==> config.mk <==
export PLATFORM = sky130hd
export DESIGN_NAME = reg_file
export DESIGN_NICKNAME = d
export VERILOG_FILES = /design/src/rtl/reg_file.sv
export SDC_FILE = /design/constraint.sdc
export NUM_CORES = 1
export LEC_CHECK = 0
export ABC_AREA = 1
export CORE_MARGIN = 5
export CORE_UTILIZATION = 48
export CTS_BUF_LIST = sky130_fd_sc_hd__clkbuf_8
export CTS_CLUSTER_DIAMETER = 200
export DETAILED_ROUTE_END_ITERATION = 8
export PLACE_DENSITY = 0.66
export REMOVE_ABC_BUFFERS = 1
export SYNTH_ARGS = -nofsm -noshare
export SYNTH_HDL_FRONTEND = slang
export SYNTH_SLANG_ARGS = --single-unit
==> constraint.sdc <==
create_clock -name Clk -period 2.5 [get_ports Clk]
set_input_delay 0.5 -clock Clk [delete_from_list [all_inputs] [get_ports Clk]]
set_output_delay 0.5 -clock Clk [all_outputs]
set_load 0.02 [all_outputs]
==> src/rtl/reg_file.sv <==
`default_nettype none
// ============================================================================
//  Module   : reg_file
//  Brief    : Architectural register file for the ALU datapath. Two
//             combinational read ports with same-cycle write bypass, two
//             write ports (port 1 has priority on a collision), register 0
//             hardwired to zero, and a latched zero status flag.
//  Revision : 1.0 - initial release
// ============================================================================
module reg_file #(
    parameter int W = 16,
    parameter int A = 4
) (
    input  logic         Clk,
    input  logic         Reset,
    input  logic [A-1:0] ReadAddrA,
    input  logic [A-1:0] ReadAddrB,
    output logic [W-1:0] DataOutA,
    output logic [W-1:0] DataOutB,
    input  logic         WriteEn1,
    input  logic [A-1:0] WriteAddr1,
    input  logic [W-1:0] WriteData1,
    input  logic         WriteEn2,
    input  logic [A-1:0] WriteAddr2,
    input  logic [W-1:0] WriteData2,
    input  logic         ZeroIn,
    input  logic         FlagEn,
    output logic         ZeroFlag
);

    localparam int c_depth = 2 ** A;

    logic [W-1:0] regs_q [c_depth];
    logic [W-1:0] regs_d [c_depth];
    logic         zero_flag_q;
    logic         zero_flag_d;

    // Read path: reset forces zero, index 0 is constant zero, otherwise the
    // in-flight write (port 1 first) is forwarded ahead of the stored word.
    function automatic logic [W-1:0] f_read(input logic [A-1:0] r);
        logic [W-1:0] v;
        if (Reset || (r == '0)) begin
            v = '0;
        end else if (WriteEn1 && (WriteAddr1 == r)) begin
            v = WriteData1;
        end else if (WriteEn2 && (WriteAddr2 == r)) begin
            v = WriteData2;
        end else begin
            v = regs_q[r];
        end
        return v;
    endfunction

    // Combinational read ports with bypass.
    always_comb begin
        DataOutA = f_read(ReadAddrA);
        DataOutB = f_read(ReadAddrB);
    end

    // Next-state of the array: port 2 applied first so port 1 overwrites it
    // on a collision; register 0 is forced back to zero afterward.
    always_comb begin
        regs_d = regs_q;
        if (WriteEn2) begin
            regs_d[WriteAddr2] = WriteData2;
        end
        if (WriteEn1) begin
            regs_d[WriteAddr1] = WriteData1;
        end
        regs_d[0] = '0;
    end

    // Next-state of the zero flag: load only when enabled.
    always_comb begin
        zero_flag_d = FlagEn ? ZeroIn : zero_flag_q;
    end

    // State update; reset overrides any simultaneous write or flag load.
    always_ff @(posedge Clk) begin
        if (Reset) begin
            for (int i = 0; i < c_depth; i++) begin
                regs_q[i] <= '0;
            end
            zero_flag_q <= 1'b0;
        end else begin
            for (int i = 0; i < c_depth; i++) begin
                regs_q[i] <= regs_d[i];
            end
            zero_flag_q <= zero_flag_d;
        end
    end

    assign ZeroFlag = zero_flag_q;

endmodule
`default_nettype wire

* Yosys cells after proc, flatten, opt, wreduce, memory -nomap -nowiden
Cells that the tools add are included.
** Cells by class
- $lt $le $gt $ge :: 6
- Eq/ne operators :: 4
- Mux-type cells :: 20
- Bitwise operators :: 4
- Reduce and logical (&&, ||, !) cells :: 10
** Operators with widths (count)
- 256-bit bitwise mux :: 2
- 256-bit two-way mux :: 1
- 240-bit two-way mux :: 1
- 16-bit two-way mux :: 12
- 16-bit binary-select mux with 4-bit select :: 2
- 16-bit demux with 4-bit select :: 2
- 5-bit greater-or-equal comparator (second input constant) :: 4
- 4-bit NOT with 5-bit output :: 4
- 4-bit == test :: 4
- 5-bit by 1-bit < comparator with 1-bit output (second input constant) :: 2
- 4-bit logical NOT :: 2
- 1-bit logical AND :: 6
- 1-bit logical OR :: 2
** Word-level totals
- Register bits :: 257
- Input port bits :: 54
- Output and inout port bits :: 33
- Word-level logic and storage cells :: 61

* Logic depth before layout (Yosys ltp)
Gate-level depths: netlist of the first run.
- Word-level depth :: 9
- Gate-level depth with buffers :: 12
- Gate-level depth less buffers :: 11

* Least setup slack after synthesis of the first run
OpenSTA, ideal clock, no wires.
- Kind :: input-to-output
- From :: input port ReadAddrB[1]
- To :: output port DataOutB[0]
- Arrival time :: 1840 ps
- Required time :: 2000 ps
- Slack :: 160 ps
- Cell stages on the path :: 7
- Buffers on the path :: 2
- Cells stage by stage :: clkbuf_2 inv_2 o22ai_1 a21oi_2 nand3_1 buf_2 a21oi_1
** Between the ends
- Longest elaborated chain between the ends :: 7
- Elaborated cells on any way between the ends :: 13
- Classes of those cells :: eq/ne (2); mux (6); bitwise (1); reduce/logical (4)
** Ends and longest elaborated chain
- from (decl) :: line 17 : input logic [A-1:0] ReadAddrB,
- 4-bit NOT with 5-bit output (implied by the code) :: line 49 : v = regs_q[r];
- 16-bit binary-select mux with 4-bit select :: line 49
- 16-bit two-way mux (implied by the code) (2 in a row) :: line 49
- 16-bit two-way mux :: line 46 : end else if (WriteEn2 && (WriteAddr2 == r)) begin
- 16-bit two-way mux :: line 44 : end else if (WriteEn1 && (WriteAddr1 == r)) begin
- 16-bit two-way mux * :: line 42 : if (Reset || (r == '0)) begin
- to (decl) :: line 19 : output logic [W-1:0] DataOutB,
Mark *: on every way between the ends. The rest lies on a longest branch, timed or not. The select of a mux whose other input is x is not followed.

* Worst setup path after layout of the first run
- From :: input port ReadAddrB[1]
- To :: output port DataOutB[11]
The elaborated chain is that of the path after synthesis.

==> results of run 1 <==
metal layers:
layer  vias up  routed length, um
met4         0               2647
met5         -                  0
met2      1295              35350
met1     10070              32040
li1      10360                  -
met3       226               8946
sequential cells by signal (all words and copies together), names as in the netlist:
name      count
ZeroFlag      1
regs_q      240
repair_timing:
| item | CTS | global route |
|---|---|---|
| resized for setup | 292 | 230 |
| pin swaps | 21 | 91 |
| buffers inserted | 11 | 10 |
| setup endpoints to repair | 32 | 32 |
| gates cloned | 6 | 5 |
where the power goes:
part | internal, mW | switching, mW
clock | 2.30 | 1.89
combinational | 1.01 | 1.59
sequential | 3.98 | 0.0991
total | 7.28 | 3.58
cell usage in the layout, fill, tap and decap left out, drive strengths merged:
cell type,n
diode,1
o21bai,48
o22ai,4
dlygate4sd2,4
nand3,204
bufinv,4
nor2,122
dfxtp,241
clkinvlp,3
buf,349
o21ai,312
nor3,9
inv,449
clkdlybuf4s15,4
clkbuf,61
clkinv,8
nand2,1155
a21oi,194
nand3b,1
o211ai,130
nand4,40
clkdlybuf4s50,35
path summary, 6_finish.rpt:
kind,endpoint,from,slack [ns]
max,DataOutB[11],ReadAddrB[1],-0.02
min,ZeroFlag,ZeroIn,0.44
max reg2reg,regs_q[113],regs_q[113],1.55
min reg2reg,regs_q[149],regs_q[149],0.56
worst max-delay path: stages:
cell       delay [ns]
buf_8            0.11
buf_12           0.14
nor2_4           0.18
buf_6            0.15
clkbuf_16        0.16
nand2_1          0.06
nand2_1          0.07
nand2_2          0.07
nand2_4          0.09
nor2_1           0.04
nand2_1          0.06
nand2_1          0.07
a21oi_2          0.16
buf_6            0.14
stage by stage:
| stage | std cells | setup slack [ns] | area, um^2 |
|---|---|---|---|
| CTS | 3835 | -0.09046 | 22280 |
| floorplan | 2899 | -1.575 | 16520 |
| detailed placement | 3738 | -1.005 | 20890 |
| finish | 3846 | -0.01893 | 23150 |
| global placement | 3738 | -1.002 | 20890 |
| global route | 3846 | -0.05936 | 23150 |
cell families (layout without fill, tap and decap cells):
family | count (synthesis) | in the layout | share of synthesized area [%]
AND/OR/NAND/NOR | 1531 | 1531 | 35.00
AO/OA/AOI/OAI | 688 | 688 | 22.23
buffers and inverters | 684 | 917 | 15.28
flip-flops | 241 | 241 | 27.49
other | 0 | 1 | 0
final cells by class:
class	count	area, um^2	area share, %
Tap cell	468	585.6	2.529
Timing Repair Buffer	398	4277	18.47
Multi-Input combinational cell	2219	10780	46.58
Clock buffer	55	757.0	3.270
Antenna cell	1	2.502	0.01081
Clock inverter	25	191.4	0.8269
Sequential cell	241	4847	20.94
Inverter	439	1708	7.377
==> flow_summary.yaml, run 1 <==
run_status:
  status: "complete, but fails checks"
  violations: "DRC, setup timing"
power_and_ir_drop:
  power_density_nw_per_um2: 469.2
  total_power_mw: 10.86
  p_leak_nw: 12.15
  peakVddDrop_v: 0.0004251
synthesis:
  yosysMostFrequentCell: "nand2_1"
  yosysTopAreaCellShare_pct: 27.49
  postSynth.asyncResetShare_pct: 0
  synth_edf_count: 0
  syn-cell-area_um2: 17550
  ys_seq_elements: 241
  ys_warn_count: 0
  yosysTopAreaCell: "dfxtp_1"
  synthFlopType: "dfxtp_1"
  postSynthCellCount: 3144
  yosys.cell_types.count: 24
  synth_area_leaders: "dfxtp_1, nand2_1, inv_1"
  synthTopCellsByCount: "nand2_1, inv_1, o21ai_0"
  syn_area_per_cell_um2: 5.582
  ys_seq_area_share_pct: 27.49
setup_path:
  start_kind: "input pin"
  cp-end-kind: "primary output"
  worstPathArrival_ns: 2.02
  path_class: "in -> out"
  cp.required_ns: 2.00
  reg2reg_depth: 5
  cp_max_fo: 8
placed_design:
  hpwl_um: 54470
  gp_congestion: 0.9887
  io_buffers: 86
timing:
  fin_setup_tns_ns: -0.03567
  worstMarginPinSlew_ns: 0.6251
  rsz0062_at_grt: "yes"
  hold_viol: 0
  max_slew_margin_pct: 58.33
  setup_viol: 3
  setup_slack_ns: -0.01893
  hold_ws_ns: 0.4379
  post-route-period-util_pct: 100.8
  drv_slew: 0
  min_period_ns: 2.519
  skew_ns: 0
  max_freq_mhz: 397.0
cells_and_area:
  n_fill_cell: 3456
  post-route-util_pct: 63.69
  drive_gt1_share_pct: 18.92
  syn_to_final_growth_pct: 31.91
  fin_nets: 3401
floorplan:
  core_region_area_um2: 36350
  fp.dieW_um: 201.2
  rows: 70
  dieArea_um2: 40490
  ioPinCount: 87
  die-height_um: 201.2
  start_util_pct: 48.29
clock_network:
  clock_sinks: 241
  cts_made_buffers: 48
  cts_tree: "yes"
  cts_max_path_buffers: 3
  clock-root-buffer: "clkbuf_8"
  clk_pin_slew_ns: 0.06
  h-tree-depth: 2
  insertion_delay_ns: 0.63
  cts_hold_buf: 0
worst_hold_path:
  min_path_cells: 3
  min_path_type: "in -> reg"
drt:
  initialDrtViolationCount: 2561
  ant_nets: 0
  via_per_inst: 5.706
  drt-pass1-iter-count: 9
  via_count: 21950
  totalWireLength_um: 78990
  drc: 2
  wire_per_inst_um: 20.54
grt:
  grt_util_met3_pct: 7.961
  grt_pass1_vias: 19910
  top_usage_layer: "met2"
  overflow: 0
  grt_pass1_wl_um: 117700
  use_met2_pct: 57.72
  grt_max_degree: 111
  antenna_found_initial: 1
  grt_util_met1_pct: 50.01
  gr-usage-all-layers_pct: 36.66
run:
  cap_violations: 0
Note: power is estimated with default switching activity, not from simulation.
==> run 2, diff against run 1 <==
HOLD_SLACK_MARGIN = 0.06   (was unset)
==> results of run 2 <==
Final layout, timing and power as in run 1 (identical DEF).
==> RTL change: new RTL, config.mk and constraints of run 1 <==
Change the parameter `A` from 4 to 3.
--- a/src/rtl/reg_file.sv
+++ b/src/rtl/reg_file.sv
@@ -11,3 +11,3 @@
     parameter int W = 16,
-    parameter int A = 4
+    parameter int A = 3
 ) (
Interface: changed (resized ReadAddrA, ReadAddrB, WriteAddr1 and WriteAddr2); port bits go from 87 to 83. No check against the original RTL was run, so the function may have changed too.
==> RTL change against run 1 <==
- core utilization fell by 1.5 points
- sequential cell count fell by 128
- final area fell by 49%
- count of clock-buffer cells in the layout fell by 37
- setup slack improved by 0.065 ns
- power fell by 50%
- wire length fell by 53%
- clock skew did not move
- synthesized area fell by 47%
- largest power group is now sequential cells
==> RTL change: results (changes against run 1) <==
Synth Area in Compound Gates - 25.6% (+3.3 points)
DRT iter0 DRCs - 1,479 (-42%)
Area post-placement - 11,300 sq um (-46%)
Multi-input gate count - 1,163 (-48%)
Worst slew margin - 38.0% (-20 points)
Setup crit end - DataOutA[0]
Max FFs per register - 112 (-53%)
Reg2Reg Launch Point - regs_q[3]
Critical path's largest stage delay - 0.27 ns (+0.09 ns)
Main area contributors after synthesis - dfxtp_1 (24%), nand2_1 (18%), o21ai_0 (12%)
RePlAce Congestion - 0.949 (-4.0%)
Status - finished clean
Crit path max fanout - 16 (+8)
Non-clk bufs - 250 (-37%)
Inverter count - 256 (-42%)
HP Class - reg -> reg
Max VDD drop - 0.332 mV (-22%)
XOR/XNOR share of the synthesized area - 0.190% (+0.19 points)
Largest net degree at the start of global routing - 98 (-12%)
Signal buffers share of area - 18.5% (+0.036 points)
Synth top cells by count - nand2_1 (449), inv_1 (230), o21ai_0 (216), nand3_1 (151), nor2_1 (133)
IO buf count - 82 (-4.7%)
Reg-to-Reg End - regs_q[3]
FF-to-FF path depth - 4 (-1)
TritonCTS Buffers - 17 (-65%)
Post-cts resize count - 163 (-44%)
Total number of H-tree levels - 4 (+2)
Share of cells above drive strength 1 - 17.0% (-1.9 points)
Synth cell types - 27 (+13%)
Seq_cells - 113 (-53%)
Top achievable clock speed - 408 MHz (+2.7%)
Worst R2R Setup Slack - 1.61 ns (+0.06 ns)
Vias - 11.4k (-48%)
Clk_lat worst skew - 0.46 ns (-0.17 ns)
Detail Placement HPWL - 26,000 um (-52%)
Crit path launch - ReadAddrA[2]
Sequential fraction of the synthesis area - 24.5% (-3.0 points)
Initial antenna violation count - 0 (-1)
ANT cells - 0 (-1)
Leak pwr - 6.50 nW (-47%)
Final WL - 37,000 um (-53%)
Layout clock area frac - 3.65% (-0.44 points)
HP Start - ZeroFlag
WP data arrival - 1.95 ns (-0.07 ns)
Layout fillers - 1,865 (-46%)
Vias in the first global route - 9,923 (-50%)
Drt pass-1 iters - 6 (-3)
Place WS - -0.722 ns (+0.283 ns)
Worst Hold Depth - 2 (-1)
Post-CTS setup buffer count - 1 (-10)
# clk buffers - 18 (-67%)
Register area - 2260 sq um (-53%)
Hold Path End - ZeroFlag
Seq pwr share - 36.0% (-1.5 points)
Most flops, register - regs_q
CP max stage cell - clkdlybuf4s18_2
==> RTL change: cell count changes in the layout (fill, tap and decap cells not counted), moves of 37 or more <==
cell,delta
a21oi_1,-142
buf_12,-52
nand3_2,-42
nand2_2,-56
o21ai_0,-65
clkbuf_8,-37
nand2_1,-638
nand4_1,-40
buf_4,-68
o211ai_1,-130
o21bai_1,+63
dfxtp_1,-110
inv_1,-207
==> RTL change: stage by stage <==
step	std cells	total power (W)	util (%)	hold slack [ns]
after floorplan	1532	0.00273	-	0.524
after global placement	2041	0.00350	60.1	0.520
after detailed placement	2041	0.00351	60.1	0.529
after CTS	2074	0.00540	62.4	0.545
after global routing	2074	0.00566	62.2	0.543
final	2074	0.00542	62.2	0.550
==> RTL change: per-layer routing <==
layer | up-vias | part of all wire [%] | track usage (%)
li1 | 5480 | - | -
met1 | 5110 | 41 | 45.6
met2 | 685 | 44 | 50.4
met3 | 87 | 12 | 6.53
met4 | 0 | 2.9 | 11.1
met5 | - | 0 | 0
